## config.mk

```make
export PLATFORM = sky130hd
export DESIGN_NAME = load_store_unit
export DESIGN_NICKNAME = d
export VERILOG_FILES = /design/src/rtl/load_store_unit_pkg.sv /design/src/rtl/load_store_unit_align.sv /design/src/rtl/load_store_unit.sv
export SDC_FILE = /design/constraint.sdc
export NUM_CORES = 1
export LEC_CHECK = 0
export CORE_ASPECT_RATIO = 1.25
export CORE_UTILIZATION = 49
export DETAILED_ROUTE_END_ITERATION = 16
export GPL_TIMING_DRIVEN = 0
export PLACE_DENSITY = 0.8
export SLEW_MARGIN = 40
export SYNTH_ARGS = -nofsm -noshare
export SYNTH_HDL_FRONTEND = slang
export SYNTH_HIERARCHICAL = 1
export SYNTH_SLANG_ARGS = --single-unit
```

## constraint.sdc

```tcl
create_clock -name CLK -period 5.75 [get_ports CLK]
set_input_delay 1.4375 -clock CLK [delete_from_list [all_inputs] [get_ports CLK]]
set_output_delay 1.4375 -clock CLK [all_outputs]
set_load 0.02 [all_outputs]
```

## src/rtl/load_store_unit_pkg.sv

```systemverilog
// Shared definitions for the load/store unit: FSM state codes, access sizes
// and the alignment rule used when a request is accepted.
package load_store_unit_pkg;

    typedef enum logic [2:0] {
        ST_IDLE,
        ST_RD,
        ST_RMW,
        ST_WR,
        ST_DONE
    } state_t;

    localparam logic [1:0] SIZE_B = 2'b00;
    localparam logic [1:0] SIZE_H = 2'b01;
    localparam logic [1:0] SIZE_W = 2'b10;
    localparam logic [1:0] SIZE_R = 2'b11;

    // Reserved size or natural-alignment violation.
    function automatic logic bad_access(input logic [1:0] size,
                                        input logic [1:0] lo);
        logic bad;
        bad = 1'b0;
        unique case (1'b1)
            (size == SIZE_R): bad = 1'b1;
            (size == SIZE_H): bad = lo[0];
            (size == SIZE_W): bad = (lo != 2'b00);
            default:          bad = 1'b0;
        endcase
        return bad;
    endfunction

endpackage

```

## src/rtl/load_store_unit_align.sv

```systemverilog
// Lane logic: extract+extend a load from the memory word, merge store data.
// Ports: mem_rdata_i word, lane_i addr[1:0], size_i, unsigned_i, wdata_i; load_o, merge_o.
module load_store_unit_align
    import load_store_unit_pkg::*;
(
    input  logic [31:0] mem_rdata_i,
    input  logic [1:0]  lane_i,
    input  logic [1:0]  size_i,
    input  logic        unsigned_i,
    input  logic [31:0] wdata_i,
    output logic [31:0] load_o,
    output logic [31:0] merge_o
);

    logic [31:0] shifted;
    logic [7:0]  byte_v;
    logic [15:0] half_v;
    logic        sgn_b;
    logic        sgn_h;

    always_comb begin
        shifted = mem_rdata_i >> {lane_i, 3'b000};
        byte_v  = shifted[7:0];
        half_v  = lane_i[1] ? mem_rdata_i[31:16] : mem_rdata_i[15:0];
        sgn_b   = ~unsigned_i & byte_v[7];
        sgn_h   = ~unsigned_i & half_v[15];
        load_o  = mem_rdata_i;
        merge_o = mem_rdata_i;
        unique case (1'b1)
            (size_i == SIZE_B): begin
                load_o = {{24{sgn_b}}, byte_v};
                merge_o[{lane_i, 3'b000} +: 8] = wdata_i[7:0];
            end
            (size_i == SIZE_H): begin
                load_o = {{16{sgn_h}}, half_v};
                if (lane_i[1]) merge_o[31:16] = wdata_i[15:0];
                else           merge_o[15:0]  = wdata_i[15:0];
            end
            default: begin
                load_o  = mem_rdata_i;
                merge_o = wdata_i;
            end
        endcase
    end

endmodule

```

## src/rtl/load_store_unit.sv

```systemverilog
// Multicycle load/store sequencer in front of a 32-bit little-endian memory.
// Ports: CLK, Reset_n, Start/Store/Size/Unsigned/Addr/WData request in;
//   Busy/Done/AddrErr/RData status out; MemRW/MemAddr/MemWData/MemRData memory side.
// Define LSU_BOUND_CHECK_EN to also flag word addresses beyond MEM_BYTES-4.
module load_store_unit
    import load_store_unit_pkg::*;
#(
    parameter int unsigned MEM_BYTES = 1024
) (
    input  logic        CLK,
    input  logic        Reset_n,
    input  logic        Start,
    input  logic        Store,
    input  logic [1:0]  Size,
    input  logic        Unsigned,
    input  logic [31:0] Addr,
    input  logic [31:0] WData,
    output logic        Busy,
    output logic        Done,
    output logic        AddrErr,
    output logic [31:0] RData,
    output logic        MemRW,
    output logic [31:0] MemAddr,
    output logic [31:0] MemWData,
    input  logic [31:0] MemRData
);

`ifdef LSU_BOUND_CHECK_EN
    localparam bit BOUND_EN = 1'b1;
`else
    localparam bit BOUND_EN = 1'b0;
`endif
    localparam logic [31:0] MEM_LAST = 32'(MEM_BYTES - 4);

    state_t      state_q, state_d;
    logic [31:0] addr_q, addr_d;
    logic [31:0] wdata_q, wdata_d;
    logic        store_q, store_d;
    logic [1:0]  size_q, size_d;
    logic        uns_q, uns_d;
    logic        err_q, err_d;
    logic [31:0] rdata_q, rdata_d;
    logic [31:0] mwdata_q, mwdata_d;

    logic        req_err;
    logic        oob;
    logic [31:0] ld_data;
    logic [31:0] st_merge;

    assign oob     = {Addr[31:2], 2'b00} > MEM_LAST;
    assign req_err = bad_access(Size, Addr[1:0]) | (BOUND_EN & oob);

    load_store_unit_align u_align (
        .mem_rdata_i (MemRData),
        .lane_i      (addr_q[1:0]),
        .size_i      (size_q),
        .unsigned_i  (uns_q),
        .wdata_i     (wdata_q),
        .load_o      (ld_data),
        .merge_o     (st_merge)
    );

    always_comb begin
        state_d  = state_q;
        addr_d   = addr_q;
        wdata_d  = wdata_q;
        store_d  = store_q;
        size_d   = size_q;
        uns_d    = uns_q;
        err_d    = err_q;
        rdata_d  = rdata_q;
        mwdata_d = mwdata_q;
        unique case (state_q)
            ST_IDLE: begin
                if (Start) begin
                    addr_d  = Addr;
                    wdata_d = WData;
                    store_d = Store;
                    size_d  = Size;
                    uns_d   = Unsigned;
                    err_d   = req_err;
                    if (req_err) begin
                        state_d = ST_DONE;
                    end else if (!Store) begin
                        state_d = ST_RD;
                    end else if (Size == SIZE_W) begin
                        state_d  = ST_WR;
                        mwdata_d = WData;
                    end else begin
                        state_d = ST_RMW;
                    end
                end
            end
            ST_RD: begin
                rdata_d = ld_data;
                state_d = ST_DONE;
            end
            ST_RMW: begin
                // Memory writes whole words: merge new lane into current word.
                mwdata_d = st_merge;
                state_d  = ST_WR;
            end
            ST_WR:   state_d = ST_DONE;
            ST_DONE: state_d = ST_IDLE;
            default: state_d = ST_IDLE;
        endcase
    end

    always_ff @(posedge CLK or negedge Reset_n) begin
        if (!Reset_n) begin
            state_q  <= ST_IDLE;
            addr_q   <= '0;
            wdata_q  <= '0;
            store_q  <= 1'b0;
            size_q   <= '0;
            uns_q    <= 1'b0;
            err_q    <= 1'b0;
            rdata_q  <= '0;
            mwdata_q <= '0;
        end else begin
            state_q  <= state_d;
            addr_q   <= addr_d;
            wdata_q  <= wdata_d;
            store_q  <= store_d;
            size_q   <= size_d;
            uns_q    <= uns_d;
            err_q    <= err_d;
            rdata_q  <= rdata_d;
            mwdata_q <= mwdata_d;
        end
    end

    assign Busy     = (state_q != ST_IDLE);
    assign Done     = (state_q == ST_DONE);
    assign AddrErr  = Done & err_q;
    assign RData    = rdata_q;
    assign MemRW    = (state_q == ST_WR) & store_q;
    assign MemAddr  = {addr_q[31:2], 2'b00};
    assign MemWData = mwdata_q;

endmodule

```

==> key figures <==
Status
  • Outcome: complete, no violations

Synth
  • Most used flip-flop cell after synthesis: sky130_fd_sc_hd__dfrtp_1
  • FFs w/ async S/R, synth: 100%
  • Number of storage elements in the synthesis netlist: 136
  • Avg Synthesized Cell Area: about 12 um2
  • Portion of synthesized cell area occupied by the leading cell type: 43.9%
  • Sequential-to-total area share from yosys stat: 43.9%
  • Top cells by area, synth: sky130_fd_sc_hd__dfrtp_1, sky130_fd_sc_hd__mux2_2, sky130_fd_sc_hd__mux2_1
  • EDFF count, synth: 0
  • Mapped Cells: 658
  • Mapped Area: 7750 um2
  • Post-synthesis cell type count: 55
  • Ys Warns: 6
  • Top cell type by total area after synthesis: sky130_fd_sc_hd__dfrtp_1

Clocking
  • Clk_lat worst skew: 0.43 ns
  • Number of sinks on the clock net: 136
  • CTS H-Tree Depth: 4
  • Clock tree from TritonCTS: done
  • Max clock buf depth: 2
  • Post-CTS Setup Inserts: 0
  • Inserted Clock Buffers: 17
  • Number of gates given a new drive strength after cts: 0
  • CTS Root Cell: sky130_fd_sc_hd__clkbuf_16
  • Clock input transition at the sequential cells of the worst setup and hold paths: 0.06 ns
  • Count of hold buffers inserted by post-cts repair: 0

Final layout
  • Area of all placed cells without fillers: 10600 um2
  • Number of inserted diodes: 0
  • Most common library cell in the layout ignoring fill and taps: sky130_fd_sc_hd__clkdlybuf4s50_1
  • Commonest non-fill, non-tap cells in the layout: sky130_fd_sc_hd__clkdlybuf4s50_1, sky130_fd_sc_hd__mux2_2, sky130_fd_sc_hd__dfrtp_1
  • Number of nets in the layout: 987
  • Area delta synth->final: 36.4%
  • Ratio of cells with drive above 1 in the final layout: between 20 and 30%

Pwr
  • Sequential power share: between 20% and 30%
  • Pwr Density: 538 nW/um2
  • Internal power of the cells: 3.49 mW
  • Power share of the clock group: 17.1%
  • Leakage power: 4.47 nW
  • Proportion of power drawn by combinational gates: 53.1%
  • Peak supply drop: 0.000288 V
  • Switching share of power: approximately two fifths
  • Switching power: 2.20 mW

Global route
  • Total routing resource utilization after global routing: just under 30%
  • Wire length of the first global-routing pass: 36100 um
  • Vias in the first global route: 6645
  • Maximum number of pins on one net before global-route repair: 71
  • Overall overflow remaining after global route: 0
  • Number of antenna violations at the first check in global routing: 0

STA
  • Worst setup slack after layout: approximately 2.4 ns
  • RSZ-0062 raised after global routing: false
  • # setup viols final: 0
  • Crit path time final: 3.37 ns
  • Headroom to the max-slew limit: between 50% and 60%
  • Number of hold violations in the final report: 0
  • Final Skew: 0.00762 ns
  • Hold Worst Slack: 0.484 ns
  • Share of the clock period used by the worst path: 58.7%
  • Maximum achievable frequency: 0.297 GHz
  • Total count of max-transition violations in the final report: 0
  • Pin slew with the least headroom to its limit: 0.706 ns

Place
  • HPWL after detailed placement: ~18000 um
  • Standard cell area after detailed placement: 10100 um2
  • Final weighted congestion of routability-driven global placement: 0.965
  • Count of buffers inserted at the top-level ports: 200
  • Dpl ws: 2.25 ns

Job
  • Number of max-capacitance violations reported: 0

Route
  • Detail-routed via count per cell: roughly 5.9
  • Routed via count: 6457
  • Number of violations reported at the end of detailed-routing iteration 0: 636
  • Total Wirelength: around 24000 um
  • 1st-pass router iterations: 6
  • Number of remaining DRC errors: 0
  • Antenna Nets Post-Route: 0
  • Detailed-route wire length per cell: 21.4 um

Floorplan
  • Die ar.: 16300 um2
  • Placeable Area: 15500 um2
  • Die outline height: about 140 um
  • Count of standard-cell rows: 51
  • Initial Util: between 50% and 60%
  • Number of I/O pins: 203
  • Chip width: roughly 110 um

Worst setup path
  • CP top delay family: buffers and inverters
  • Critical path data arrival time: 1.93 ns
  • Chain of cells forming the critical path: buf_2 -> nor2_1 -> and3_1 -> clkdlybuf4s50_1
  • Reg-to-reg critical path startpoint: addr_q[0]
  • Longest individual stage delay on the worst path: 0.63 ns
  • Type of the worst setup path: reg2out
  • Total number of cells along the worst setup path: 4
  • Critical path origin: state_q[0]
  • Launching element type of the critical path: flop
  • CP max-delay cell: sky130_fd_sc_hd__clkdlybuf4s50_1
  • Critical Path Sink Type: output port
  • Largest fanout of any net on the critical path: 10
  • Worst endpoint required time: 4.31 ns
  • FF-to-FF path depth: 10
  • Number of buffers and inverters on the critical path: 2

Worst hold path
  • Number of cells on the worst hold path: 1
  • Tightest Hold Check Type: reg2reg
  • Worst min-delay path startpoint: MemWData[15]
[area by class of cell]
| class | count | area (um2) |
|---|---|---|
| clock inverters | 13 | 82.6 |
| repair buffers | 201 | 2030 |
| multi-input cells | 439 | 3820 |
| flip-flops and latches | 136 | 3400 |
| inverters | 6 | 22.5 |
| fillers | 1185 | 4930 |
| well taps | 212 | 265 |
| plain buffers | 78 | 513 |
| clock buffers | 18 | 439 |
[power groups by stage]
stage	Clock, mW	Sequential (mW)	Combinational [mW]
finish	0.973	1.69	3.02
global placement	0	1.69	2.94
detailed placement	0	1.71	2.99
floorplan	0	1.88	1.61
CTS	0.987	1.69	3.01
global route	1.03	1.75	3.19
[per-stage QoR]
stage | TNS, ns | utilization, % | instances | total power, mW
floorplan | 0 | - | 659 | 3.49
finish | 0 | 68.2 | 1103 | 5.69
detailed placement | 0 | 64.9 | 1072 | 4.70
global placement | -262.67 | 64.7 | 1071 | 4.63
global route | 0 | 68.2 | 1103 | 5.96
CTS | 0 | 68.2 | 1103 | 5.69
[worst paths after layout]
path	end	slack (ns)
setup / recovery	AddrErr	2.38
hold / removal	MemWData[15]	0.48
setup reg to reg	MemWData[14]	2.56
hold reg to reg	MemWData[15]	0.48
max in group asynchronous	MemWData[25]	4.07
min in group asynchronous	RData[2]	0.95
[per-layer routing]
metal	vias up	part of all wire (%)	track usage (%)
met5	-	0	0
met4	0	3.6	13.3
met3	58	8.5	8.32
met2	373	49	49.9
met1	3192	39	34.9
li1	2834	-	-
[state kept, by name, summed over array words and instances, names as in the netlist, 2 cells and up]
register  cells
wdata_q      32
MemWData     32
state_q       3
size_q        2
addr_q       32
RData        32
[cell usage after synthesis (2+ instances only)]
cell type                  number
sky130_fd_sc_hd__nor3_4         2
sky130_fd_sc_hd__and4b_1        2
sky130_fd_sc_hd__dfrtp_1      136
sky130_fd_sc_hd__a21oi_1        3
sky130_fd_sc_hd__nand4_1       14
sky130_fd_sc_hd__nor3b_2        2
sky130_fd_sc_hd__a22o_1        21
sky130_fd_sc_hd__a221o_1       23
sky130_fd_sc_hd__nor3_1         4
sky130_fd_sc_hd__inv_1          4
sky130_fd_sc_hd__mux2i_1       20
sky130_fd_sc_hd__buf_4         37
sky130_fd_sc_hd__nor2_1        10
sky130_fd_sc_hd__mux2_2       150
sky130_fd_sc_hd__buf_6          7
sky130_fd_sc_hd__nand2_1       55
sky130_fd_sc_hd__nand3_1        8
sky130_fd_sc_hd__o21ai_0       39
sky130_fd_sc_hd__buf_2         23
sky130_fd_sc_hd__nor3_2         2
sky130_fd_sc_hd__nor4b_1        2
sky130_fd_sc_hd__clkbuf_1      10
sky130_fd_sc_hd__ha_1           5
sky130_fd_sc_hd__nor2b_1       10
sky130_fd_sc_hd__a22oi_1        9
sky130_fd_sc_hd__mux2_1        30
sky130_fd_sc_hd__nand2b_1       2
[kinds of logic after synthesis]
kind of cell,share of synthesized area (%)
mux,29.0
flops,43.9
simple gates,9.21
compound gates,10.1
buf+inv,6.91
fa+ha+maj,0.807
other cells,0.0484
No activity file was read; power rests on OpenSTA's default activity.
